===== config.mk =====
export PLATFORM = sky130hd
export DESIGN_NAME = fpnew_divsqrt_req_fifo
export DESIGN_NICKNAME = d
export VERILOG_FILES = /design/src/rtl/fpnew_divsqrt_req_fifo.sv
export SDC_FILE = /design/constraint.sdc
export NUM_CORES = 1
export LEC_CHECK = 0
export BUFFER_PORTS_ARGS = -buffer_cell sky130_fd_sc_hd__buf_2
export CORE_MARGIN = 5
export CORE_UTILIZATION = 50
export CTS_CLUSTER_DIAMETER = 60
export DETAILED_ROUTE_END_ITERATION = 6
export GPL_ROUTABILITY_DRIVEN = 0
export PLACE_DENSITY_LB_ADDON = 0.1
export SLEW_MARGIN = 5
export SYNTH_ARGS = -nofsm -noshare
export SYNTH_HDL_FRONTEND = slang
export SYNTH_SLANG_ARGS = --single-unit

===== constraint.sdc =====
create_clock -name clk_i -period 8.6 [get_ports clk_i]
set_input_delay 0.86 -clock clk_i [delete_from_list [all_inputs] [get_ports clk_i]]
set_output_delay 0.86 -clock clk_i [all_outputs]
set_load 0.03 [all_outputs]

===== src/rtl/fpnew_divsqrt_req_fifo.sv =====
// In-order request buffer in front of the iterative DIV/SQRT unit.
// Circular storage with a registered occupancy count, a synchronous flush, and no fall-through.
module fpnew_divsqrt_req_fifo #(
  parameter int unsigned WIDTH     = 64,
  parameter int unsigned DEPTH     = 4,
  parameter int unsigned TAG_WIDTH = 8,
  localparam int unsigned CNT_WIDTH = $clog2(DEPTH + 1)
) (
  input  logic                   clk_i,
  input  logic                   rst_i,
  input  logic [2*WIDTH-1:0]     operands_i,
  input  logic [2:0]             rnd_mode_i,
  input  logic [3:0]             op_i,
  input  logic [2:0]             dst_fmt_i,
  input  logic [TAG_WIDTH-1:0]   tag_i,
  input  logic                   in_valid_i,
  output logic                   in_ready_o,
  input  logic                   flush_i,
  output logic [2*WIDTH-1:0]     operands_o,
  output logic [2:0]             rnd_mode_o,
  output logic [3:0]             op_o,
  output logic [2:0]             dst_fmt_o,
  output logic [TAG_WIDTH-1:0]   tag_o,
  output logic                   out_valid_o,
  input  logic                   out_ready_i,
  output logic [CNT_WIDTH-1:0]   usage_o,
  output logic                   busy_o
);

  localparam int unsigned PTR_WIDTH = $clog2(DEPTH);

  typedef struct packed {
    logic [2*WIDTH-1:0]   operands;
    logic [2:0]           rnd_mode;
    logic [3:0]           op;
    logic [2:0]           dst_fmt;
    logic [TAG_WIDTH-1:0] tag;
  } entry_t;

  entry_t                 mem [DEPTH];
  entry_t                 wr_entry;
  entry_t                 head;
  logic [PTR_WIDTH-1:0]   rd_ptr;
  logic [PTR_WIDTH-1:0]   wr_ptr;
  logic [PTR_WIDTH-1:0]   rd_ptr_next;
  logic [PTR_WIDTH-1:0]   wr_ptr_next;
  logic [CNT_WIDTH-1:0]   count;
  logic [CNT_WIDTH-1:0]   count_next;
  logic                   push;
  logic                   pop;

  function automatic logic [PTR_WIDTH-1:0] ptr_inc(input logic [PTR_WIDTH-1:0] ptr);
    if (ptr == PTR_WIDTH'(DEPTH - 1)) begin
      return '0;
    end else begin
      return ptr + PTR_WIDTH'(1);
    end
  endfunction

  // Both handshake flags depend only on the registered count, so neither side sees the other combinationally.
  assign in_ready_o  = (count != CNT_WIDTH'(DEPTH));
  assign out_valid_o = (count != CNT_WIDTH'(0));
  assign usage_o     = count;
  assign busy_o      = out_valid_o;
  assign push        = in_valid_i & in_ready_o & ~flush_i;
  assign pop         = out_valid_o & out_ready_i & ~flush_i;

  always_comb begin
    wr_entry.operands = operands_i;
    wr_entry.rnd_mode = rnd_mode_i;
    wr_entry.op       = op_i;
    wr_entry.dst_fmt  = dst_fmt_i;
    wr_entry.tag      = tag_i;
  end

  // Next pointer and occupancy values; flush returns everything to the origin.
  always_comb begin
    rd_ptr_next = rd_ptr;
    wr_ptr_next = wr_ptr;
    count_next  = count;
    if (flush_i) begin
      rd_ptr_next = '0;
      wr_ptr_next = '0;
      count_next  = '0;
    end else begin
      if (push) begin
        wr_ptr_next = ptr_inc(wr_ptr);
      end else begin
        wr_ptr_next = wr_ptr;
      end
      if (pop) begin
        rd_ptr_next = ptr_inc(rd_ptr);
      end else begin
        rd_ptr_next = rd_ptr;
      end
      case ({push, pop})
        2'b10:   count_next = count + CNT_WIDTH'(1);
        2'b01:   count_next = count - CNT_WIDTH'(1);
        default: count_next = count;
      endcase
    end
  end

  // Pointer and count registers.
  always_ff @(posedge clk_i or posedge rst_i) begin
    if (rst_i) begin
      rd_ptr <= '0;
      wr_ptr <= '0;
      count  <= '0;
    end else begin
      rd_ptr <= rd_ptr_next;
      wr_ptr <= wr_ptr_next;
      count  <= count_next;
    end
  end

  // Storage is deliberately unreset; validity comes from the count alone.
  always_ff @(posedge clk_i) begin
    if (push) begin
      mem[wr_ptr] <= wr_entry;
    end
  end

  // Head data is gated to zero whenever nothing valid is stored.
  always_comb begin
    head = '0;
    if (out_valid_o) begin
      head = mem[rd_ptr];
    end else begin
      head = '0;
    end
  end

  assign operands_o = head.operands;
  assign rnd_mode_o = head.rnd_mode;
  assign op_o       = head.op;
  assign dst_fmt_o  = head.dst_fmt;
  assign tag_o      = head.tag;

endmodule


* After elaboration in Yosys (flattened, before gate mapping)
Memories as Yosys holds them, arrays and structs flattened. Cells that the tools add are included.
Operators by class: add/subtract/negate cells 4, equal/unequal tests 5, muxes and demuxes 11, bitwise operators 5, reductions and logical operators 4
Operator list (number):
- $mux W146 | 1
- $mux W2 | 6
- $eq A2 B2 Y1 const B | 3
- $pmux W3 S2 | 1
- $reduce_bool A3 Y1 | 2
- $add A2 B1 Y2 const B | 2
- $and A1 B1 Y1 | 4
- $reduce_bool A2 Y1 | 2
- $add A3 B1 Y3 const B | 1
- $mux W3 | 1
- $ne A3 B3 Y1 const B | 1
- $sub A3 B1 Y3 const B | 1
- $eq A2 B1 Y1 const B | 1
- $mux W1 | 2
- $not A1 Y1 | 1
Storage, ports and cells: flip-flop bits (word level) 7, memory bits (writable) 584, output and inout bits 152, memories kept 1
Memory list:
- mem | depth 4, bits a word 146, rd ports 1, clocked after Yosys merged registers in 0, wr ports 1, line 40 | entry_t mem [DEPTH];

* Logic depth before layout (Yosys ltp)
Gate-level depths: netlist (run 1).
depth after elaboration 6, depth in mapped cells 8, mapped depth without buffers 7

* Least setup slack after synthesis (run 1)
No wires, ideal clock.
kind input to register, from input in_valid_i, to memory mem[0][0] (netlist bit) (enable), library setup time 524 ps, arrival time 4801 ps, required time 8076 ps, setup slack 3275 ps, cell stages on the path 4, path through clkbuf_1 nand2_1 nor2_1 and2_1
On the way: word-level cells in the longest chain between the ends 4
RTL lines:
- start: declaration | line 16 | input logic in_valid_i,
- $and A1 B1 Y1 (2 in series) | line 65 | assign push = in_valid_i & in_ready_o & ~flush_i;
- $mux W1 | line 119 | if (push) begin
- $mux W1 (implied by the code) | line 120 | mem[wr_ptr] <= wr_entry;
- end: declaration | line 40
Every way passes these cells.

* Worst setup path in the final report (run 1)
from register rd_ptr[0], to output operands_o[32]
On the way: word-level cells in the longest chain between the ends 2
RTL lines:
- start: declaration | line 43 | logic [PTR_WIDTH-1:0] rd_ptr;
- start signal: assignment | line 111 | rd_ptr <= rd_ptr_next;
- $mem_v2 Z4 W146
- $mux W146 | line 127 | if (out_valid_o) begin
- end: declaration | line 19 | output logic [2*WIDTH-1:0] operands_o,
Every way passes these cells.

==> flow_summary.json, run 1 <==
{
  "outcome": "finished, final reports clean",
  "drt_iter0_markers": 724,
  "period_needed_ps": 4190,
  "cp_max_fo": 42,
  "tritoncts": "done",
  "tns_ps": 0,
  "die_w_um": 223,
  "drive_above_1_share_pct": 39.9,
  "initial_core_util_pct": 50.8,
  "powerDensity_nw_per_um2": 243,
  "clk_latency_ps": 600,
  "syn_avg_cell_area_um2": 22.8,
  "post_synth_inst_count": 991,
  "fillerInstances": 3348,
  "r2r-end": "usage_o[1]",
  "netlist-cell-type-count": 29,
  "maxSlewViolCount": 0,
  "clk_path_buf_depth": 3,
  "cts_hold_buf": 0,
  "numPortBuffers": 302,
  "antenna_found_initial": 13,
  "vias": 10600,
  "die_area_um2": 49500,
  "grt_start_max_net_pins": 78,
  "cp-endpoint": "operands_o[32]",
  "dp_hpwl_um": 28000,
  "seq_area_frac_synth_pct": 78.4,
  "layoutNonFillerInstCount": 1957,
  "placedCellCount": 1845,
  "setup_viol": 0,
  "ys_seq_elements": 591,
  "timing.critical_path.from": "rd_ptr[0]",
  "grt_pass1_vias": 11200,
  "drc": 0,
  "required_ps": 7740,
  "worst_ep_arrival_time_ps": 3330,
  "htreeDepth": 2,
  "ys_warn_count": 0,
  "core_area_um2": 44500,
  "slew_headroom_pct": 36.6,
  "placementRows": 77,
  "grt-ovfl-total": 0,
  "postRouteAntennaNets": 0,
  "clk_pin_slew_ps": 60,
  "wire_per_inst_um": 23.6,
  "synth_nets": 1147,
  "wirelength_um": 46200,
  "syn_area_um2": 22600,
  "tightest_slew_ps": 951,
  "vdd_drop_max_mv": 0.176,
  "syn2layout_area_growth_pct": 16.8,
  "critical_path_class": "reg2out",
  "rrSetupSlack_ps": 5180,
  "clock-sinks": 591,
  "rsz0062_at_grt": "false",
  "cts_setup_buffers": 0,
  "drv_cap": 0,
  "skew_ps": 10.1,
  "layout_common_cells": "584 x edfxtp_1, 302 x buf_2, 146 x mux4_2, 146 x and2_1, 61 x clkbuf_16",
  "chipHeight_um": 223,
  "worstHoldPathType": "in2async",
  "ios": 303,
  "r2r_start": "usage_o[0]",
  "leakagePower_nw": 8.99,
  "hold_viol": 0,
  "grt_pass1_wl_um": 69600,
  "cts_resized": 0,
  "end_kind": "output port",
  "vias_per_cell": 5.42,
  "final_common_cell": "edfxtp_1",
  "fin_crit_sh_pct": 48.7,
  "cts_root_buf": "clkbuf_16",
  "nets": 1469,
  "firstDrtPassIters": 5,
  "ff2ff_path_depth": 7,
  "fmax_mhz": 239,
  "cp-start-kind": "flip-flop",
  "cts_buffers": 58,
  "grt_util_all_layers_pct": 18.4
}
==> cell usage after synthesis <==
cell type / count / area [µm²]
edfxtp_1: 584 / 17500
ha_1: 4 / 50.1
nor3b_1: 1 / 7.51
fa_1: 1 / 20.0
o21ai_0: 3 / 15.0
o21bai_1: 1 / 7.51
nor2_1: 9 / 33.8
buf_4: 1 / 7.51
or3_1: 3 / 18.8
mux2_2: 1 / 11.3
clkbuf_1: 20 / 75.1
a31oi_1: 1 / 6.26
nor3_1: 1 / 5.00
nand3b_1: 1 / 7.51
inv_1: 3 / 11.3
nand3_1: 5 / 25.0
and2_1: 150 / 938
nand2b_1: 1 / 6.26
buf_2: 17 / 85.1
dfrtp_1: 7 / 175
xnor2_1: 1 / 8.76
buf_6: 15 / 169
nand2_1: 6 / 22.5
o211ai_1: 1 / 7.51
xor2_1: 2 / 17.5
or3b_2: 2 / 17.5
a41oi_1: 1 / 8.76
a21oi_1: 3 / 15.0
mux4_2: 146 / 3290
==> power breakdown <==
part	leakage (nW)	total (mW)	switching [mW]	internal (mW)
sequential	5.39	3.29	0.0386	3.25
clock	0.841	2.32	0.993	1.32
combinational	2.75	0.807	0.505	0.301
==> metal layers <==
metal / up-vias / part of all wire, % / track usage (%)
li1: 4704 / - / -
met1: 5527 / 42 / 25.8
met2: 288 / 48 / 28.8
met3: 72 / 7.7 / 5.68
met4: 20 / 1.8 / 4.88
met5: - / 0.29 / 0
==> registers in the layout, indices dropped and copies added (netlist names) <==
| register | flops |
|---|---|
| mem | 584 |
| wr_ptr | 2 |
| usage_o | 3 |
| rd_ptr | 2 |
==> stage by stage <==
| step | power (mW) | setup slack (ps) | hold WS (ps) | instance area [µm²] | util (%) |
|---|---|---|---|---|---|
| floorplan | 3.92 | 3280 | 543 | 22600 | - |
| global placement | 4.17 | 4930 | 573 | 24600 | 55.4 |
| detailed placement | 4.18 | 4910 | 577 | 24600 | 55.4 |
| CTS | 6.50 | 4250 | 171 | 26400 | 59.3 |
| global route | 6.67 | 4100 | 203 | 26400 | 59.3 |
| finish | 6.41 | 4410 | 201 | 26400 | 59.3 |
==> critical path, stage by stage (launching register included) <==
cell and delay, ps:
dfrtp_4 990, buf_4 700, mux4_2 590, and2_1 170, buf_2 180
==> final cells by class <==
cell class | instances | area (µm²) | share of cell area [%]
Inverter | 3 | 11.3 | 0.0427
Sequential cell | 591 | 17700 | 67.1
Clock inverter | 23 | 129 | 0.488
Tap cell | 592 | 741 | 2.81
Clock buffer | 84 | 1610 | 6.11
Multi-Input combinational cell | 344 | 4550 | 17.2
Timing Repair Buffer | 315 | 1620 | 6.14
Antenna cell | 5 | 12.5 | 0.0474
==> how the worst min path moves through the flow <==
| stage | slack, ps | startpoint | end | cells after the start |
|---|---|---|---|---|
| after detailed placement | 580 | wr_ptr[1] | wr_ptr[1] | 2 |
| after floorplan | 540 | wr_ptr[1] | wr_ptr[1] | 2 |
| final | 200 | rst_i | wr_ptr[0] | 2 |
| after global routing | 200 | rst_i | usage_o[0] | 2 |
| after CTS | 170 | rst_i | wr_ptr[1] | 2 |
| after global placement | 570 | wr_ptr[1] | wr_ptr[1] | 2 |
==> cell families after synthesis <==
logic type,after synthesis,synth area share [%]
AND/OR/NAND/NOR,179,4.79
AO/OA/AOI/OAI,10,0.266
adder cells (fa/ha/maj),5,0.310
XOR/XNOR,3,0.116
flip-flops,591,78.4
multiplexers,147,14.6
buffers and inverters,56,1.54
Power figures use the tool's default switching activity.
==> run 2, diff against run 1 <==
==> constraint.sdc (replaced) <==
create_clock -name clk_i -period 3.4 [get_ports clk_i]
set_input_delay 0.34 -clock clk_i [delete_from_list [all_inputs] [get_ports clk_i]]
set_output_delay 0.34 -clock clk_i [all_outputs]
set_load 0.03 [all_outputs]
==> run 2 against run 1 <==
Net effect: clock-buffer cell count shrank 8; flip-flop and latch count unchanged; global-route usage up 0.50 points; first-iteration DRC count up 16%.
==> flow_summary.json, run 2 (synthesized netlist as in run 1, its figures left out) <==
{
  "outcome": "finished, final reports clean",
  "hold_viol": 0,
  "critPathMaxStageDelay_ps": 720,
  "final_common_cell": "edfxtp_1",
  "leakagePower_nw": 9.75,
  "end_kind": "output port",
  "grt_pass1_wl_um": 72700,
  "critical_path_class": "reg2out",
  "nets": 1628,
  "syn2layout_area_growth_pct": 24.9,
  "initial_core_util_pct": 50.8,
  "drc": 0,
  "postRouteAntennaNets": 0,
  "drv_cap": 0,
  "grt_util_all_layers_pct": 18.9,
  "cts_root_buf": "clkbuf_16",
  "worst_ep_arrival_time_ps": 2660,
  "powerDensity_nw_per_um2": 590,
  "grt_pass1_vias": 12400,
  "chipHeight_um": 223,
  "htreeDepth": 2,
  "core_area_um2": 44500,
  "layout_common_cells": "584 x edfxtp_1, 302 x buf_2, 148 x dlygate4sd3_1, 146 x mux4_2, 146 x and2_1",
  "grt-ovfl-total": 0,
  "wire_per_inst_um": 22.1,
  "top_register": "mem",
  "required_ps": 3060,
  "fin_area_um2": 28200,
  "skew_ps": 12.7,
  "die_w_um": 223,
  "vias": 11300,
  "fillerInstances": 3188,
  "numPortBuffers": 302,
  "placedCellCount": 1854,
  "antenna_found_initial": 9,
  "dp_hpwl_um": 27300,
  "worstPathCellList": "buf_4 -> mux4_2 -> and2_1 -> buf_2",
  "power_mw": 16.6,
  "drt_iter0_markers": 842,
  "largest_reg_flops": 584,
  "drive_above_1_share_pct": 36.8,
  "clk_latency_ps": 600,
  "fmax_mhz": 334,
  "clk_pin_slew_ps": 60,
  "placementRows": 77,
  "ios": 303,
  "layoutNonFillerInstCount": 2117,
  "cts_buffers": 60,
  "worstHoldPathType": "in2reg",
  "crit_slowest_cell": "dfrtp_4",
  "timing.critical_path.from": "rd_ptr[0]",
  "vias_per_cell": 5.34,
  "clock-sinks": 591,
  "wirelength_um": 46800,
  "setup_viol": 0,
  "place_area_um2": 24900,
  "slew_headroom_pct": 57.4,
  "vdd_drop_max_mv": 0.426,
  "fin_crit_sh_pct": 88.2,
  "cp-start-kind": "flip-flop",
  "maxSlewViolCount": 0,
  "clk_path_buf_depth": 3,
  "rsz0062_at_grt": "false",
  "period_needed_ps": 3000,
  "cp_max_fo": 19,
  "die_area_um2": 49500,
  "firstDrtPassIters": 5,
  "tritoncts": "done",
  "grt_start_max_net_pins": 150,
  "tightest_slew_ps": 638,
  "holdCritStartpoint": "in_valid_i",
  "r2r_start": "usage_o[0]"
}
==> run 2: final timing paths <==
path	end	slack, ps	depth (start not counted)
max	operands_o[127]	400	4
min	wr_ptr[1]	90	3
max reg2reg	mem[1][88]	960	5
min reg2reg	wr_ptr[1]	590	2
max in group asynchronous	rd_ptr[1]	2940	3
min in group asynchronous	usage_o[1]	210	3
==> run 2: power breakdown <==
part	total, mW	internal [mW]	switching [mW]
combinational	2.24	0.911	1.33
sequential	8.29	8.22	0.0675
clock	6.11	3.50	2.61
total	16.6	12.6	4.01
==> run 2: worst max-delay path: cells and delay by family, from the launching register on <==
kind	cells	cell delay [ps]
flip-flops	1	720
multiplexers	1	570
AND/OR/NAND/NOR	1	190
buffers and inverters	2	570
==> run 2: what timing repair did <==
item | CTS | global route
hold buffers | 148 | 0
endpoints found under the hold margin | 595 | 0
resized for setup | 0 | 0
endpoints found under the setup margin | 0 | 0
buffers inserted | 0 | 0
==> run 2: area by class of cell <==
cell class	count	area (µm²)	area share, %
Clock inverter	33	241	0.856
Multi-Input combinational cell	344	4550	16.1
Inverter	3	11.3	0.0399
Timing Repair Buffer	472	3360	11.9
Clock buffer	76	1580	5.61
Tap cell	592	741	2.62
Antenna cell	6	15.0	0.0532
Sequential cell	591	17700	62.8
==> run 2: routing by layer <==
metal	share of wire (%)	GRT usage, %	vias to the layer above
met3	6.3	4.06	68
met4	1.7	4.60	4
met1	42	26.1	5883
met2	50	31.5	305
li1	-	-	5040
met5	0.053	0	-
==> run 2: stage by stage <==
| stage | setup WS, ps | hold slack (ps) | TNS (ps) | utilization [%] |
|---|---|---|---|---|
| after floorplan | -110 | 143 | -64190 | - |
| after global placement | 978 | 306 | 0 | 55.9 |
| after detailed placement | 944 | 294 | 0 | 55.9 |
| after CTS | 306 | 52.1 | 0 | 63.4 |
| after global routing | 217 | 81.0 | 0 | 63.4 |
| final | 402 | 91.8 | 0 | 63.4 |
==> run 3, diff against run 2 <==
--- a/config.mk
+++ b/config.mk
@@ -12,6 +12,8 @@
 export DETAILED_ROUTE_END_ITERATION = 6
 export GPL_ROUTABILITY_DRIVEN = 0
 export PLACE_DENSITY_LB_ADDON = 0.1
+export REMOVE_ABC_BUFFERS = 1
+export SKIP_CTS_REPAIR_TIMING = 1
 export SLEW_MARGIN = 5
 export SYNTH_ARGS = -nofsm -noshare
 export SYNTH_HDL_FRONTEND = slang
==> run 3 against run 2 <==
Net effect: wire length grew 1.5%; total power shrank 0.22%; first-iteration DRC count grew 4.0%; largest power group unchanged; largest cell class unchanged; clock power shrank 0.8%; sequential share of layout area shrank 0.053 points; clock skew grew 2.7 ps; critical path depth is the same; via count shrank 1.1%; die area is the same; clock-buffer cell count shrank 2.
==> flow_summary.json, run 3 (synthesized netlist as in run 1, its figures left out) <==
{
  "outcome": "finished, final reports clean",
  "cp_max_fo": 31,
  "firstDrtPassIters": 4,
  "leakagePower_nw": 9.77,
  "worst_ep_arrival_time_ps": 2660,
  "vias_per_cell": 5.27,
  "placementRows": 77,
  "antenna_found_initial": 8,
  "die_w_um": 223,
  "finish.utilization_pct": 63.5,
  "vdd_drop_max_mv": 0.540,
  "clk_path_buf_depth": 3,
  "fillerInstances": 3231,
  "final_common_cell": "edfxtp_1",
  "cp-start-kind": "flip-flop",
  "ios": 303,
  "hold_viol": 0,
  "grt_util_all_layers_pct": 18.7,
  "period_needed_ps": 3000,
  "grt_pass1_vias": 11300,
  "die_area_um2": 49500,
  "critPathMaxStageDelay_ps": 750,
  "wire_per_inst_um": 22.4,
  "slew_headroom_pct": 45.0,
  "top_register": "mem",
  "chipHeight_um": 223,
  "drc": 0,
  "postRouteAntennaNets": 0,
  "worstPathCellList": "buf_12 -> mux4_2 -> and2_1 -> buf_2",
  "dp_hpwl_um": 28900,
  "grt_start_max_net_pins": 150,
  "drive_above_1_share_pct": 37.0,
  "layout_common_cells": "584 x edfxtp_1, 302 x buf_2, 147 x dlygate4sd3_1, 146 x mux4_2, 146 x and2_1",
  "cts_buffers": 59,
  "worstHoldPathType": "in2reg",
  "numPortBuffers": 302,
  "maxSlewViolCount": 0,
  "crit_slowest_cell": "dfrtp_4",
  "core_area_um2": 44500,
  "tritoncts": "done",
  "htreeDepth": 2,
  "syn2layout_area_growth_pct": 25.0,
  "fin_crit_sh_pct": 88.2,
  "powerDensity_nw_per_um2": 588,
  "wirelength_um": 47500,
  "fmax_mhz": 333,
  "grt_pass1_wl_um": 70600,
  "critical_path_class": "reg2out",
  "clock-sinks": 591,
  "clk_latency_ps": 590,
  "nets": 1632,
  "setup_viol": 0,
  "end_kind": "output port",
  "vias": 11200,
  "grt-ovfl-total": 0,
  "initial_core_util_pct": 50.8,
  "required_ps": 3060,
  "drt_iter0_markers": 876,
  "largest_reg_flops": 584,
  "rsz0062_at_grt": "false",
  "power_mw": 16.6,
  "tns_ps": 0,
  "clk_pin_slew_ps": 60,
  "drv_cap": 0,
  "tightest_slew_ps": 825,
  "skew_ps": 15.4,
  "cts_root_buf": "clkbuf_16"
}
==> run 3: cell count changes in the layout (fill, tap and decap cells not counted) <==
cell / change
clkinvlp_4: +1
clkinv_2: +1
buf_4: +6
diode_2: +1
clkbuf_1: -2
inv_6: -3
dlygate4sd3_1: -1
clkinv_1: +2
==> run 3: cell type report <==
cell class              count  area, µm²  area share [%]
diodes                      7       17.5          0.0620
clock buffers              74       1580            5.58
clock inverters            34        235           0.833
inverters                   3       11.3          0.0399
multi-input cells         344       4550            16.1
flip-flops and latches    591      17700            62.7
well taps                 592        741            2.62
repair buffers            477       3390            12.0
==> run 3: through the flow <==
step / setup WS, ps / area (µm²) / std cells / hold slack (ps)
after floorplan: -3510 / 22300 / 938 / 143
after global placement: 864 / 24900 / 1860 / 289
after detailed placement: 863 / 24900 / 1860 / 289
after CTS: 244 / 26800 / 1968 / -360
after global routing: 205 / 28200 / 2120 / 12.7
final: 400 / 28200 / 2122 / 41.6
==> run 3: path summary, 6_finish.rpt <==
| check | startpoint | slack, ps | cells past startpoint | endpoint |
|---|---|---|---|---|
| worst max register to register | usage_o[0] | 880 | 5 | mem[3][112] |
| max in group asynchronous | rst_i | 2910 | 3 | rd_ptr[1] |
| worst min register to register | wr_ptr[0] | 590 | 2 | wr_ptr[0] |
| min in group asynchronous | rst_i | 230 | 3 | wr_ptr[0] |
| worst min-delay path | flush_i | 40 | 2 | usage_o[0] |
| worst max-delay path | rd_ptr[0] | 400 | 4 | operands_o[17] |
==> run 3: critical path: cells and delay by family (launching register included) <==
family / cells / cell delay [ps]
flops: 1 / 750
mux: 1 / 540
buf+inv: 2 / 510
simple gates: 1 / 210
==> run 3: where the power goes <==
part | internal, mW | switching (mW) | total [mW]
registers | 8.22 | 0.0755 | 8.29
clock network | 3.49 | 2.57 | 6.06
logic | 0.917 | 1.34 | 2.25
==> run 3: routing by layer <==
metal | part of all wire, % | track usage (%) | vias to the layer above
met5 | 0 | 0 | -
met4 | 1.6 | 5.02 | 0
met3 | 5.7 | 4.70 | 58
met2 | 50 | 30.2 | 283
met1 | 43 | 26.0 | 5785
li1 | - | - | 5049
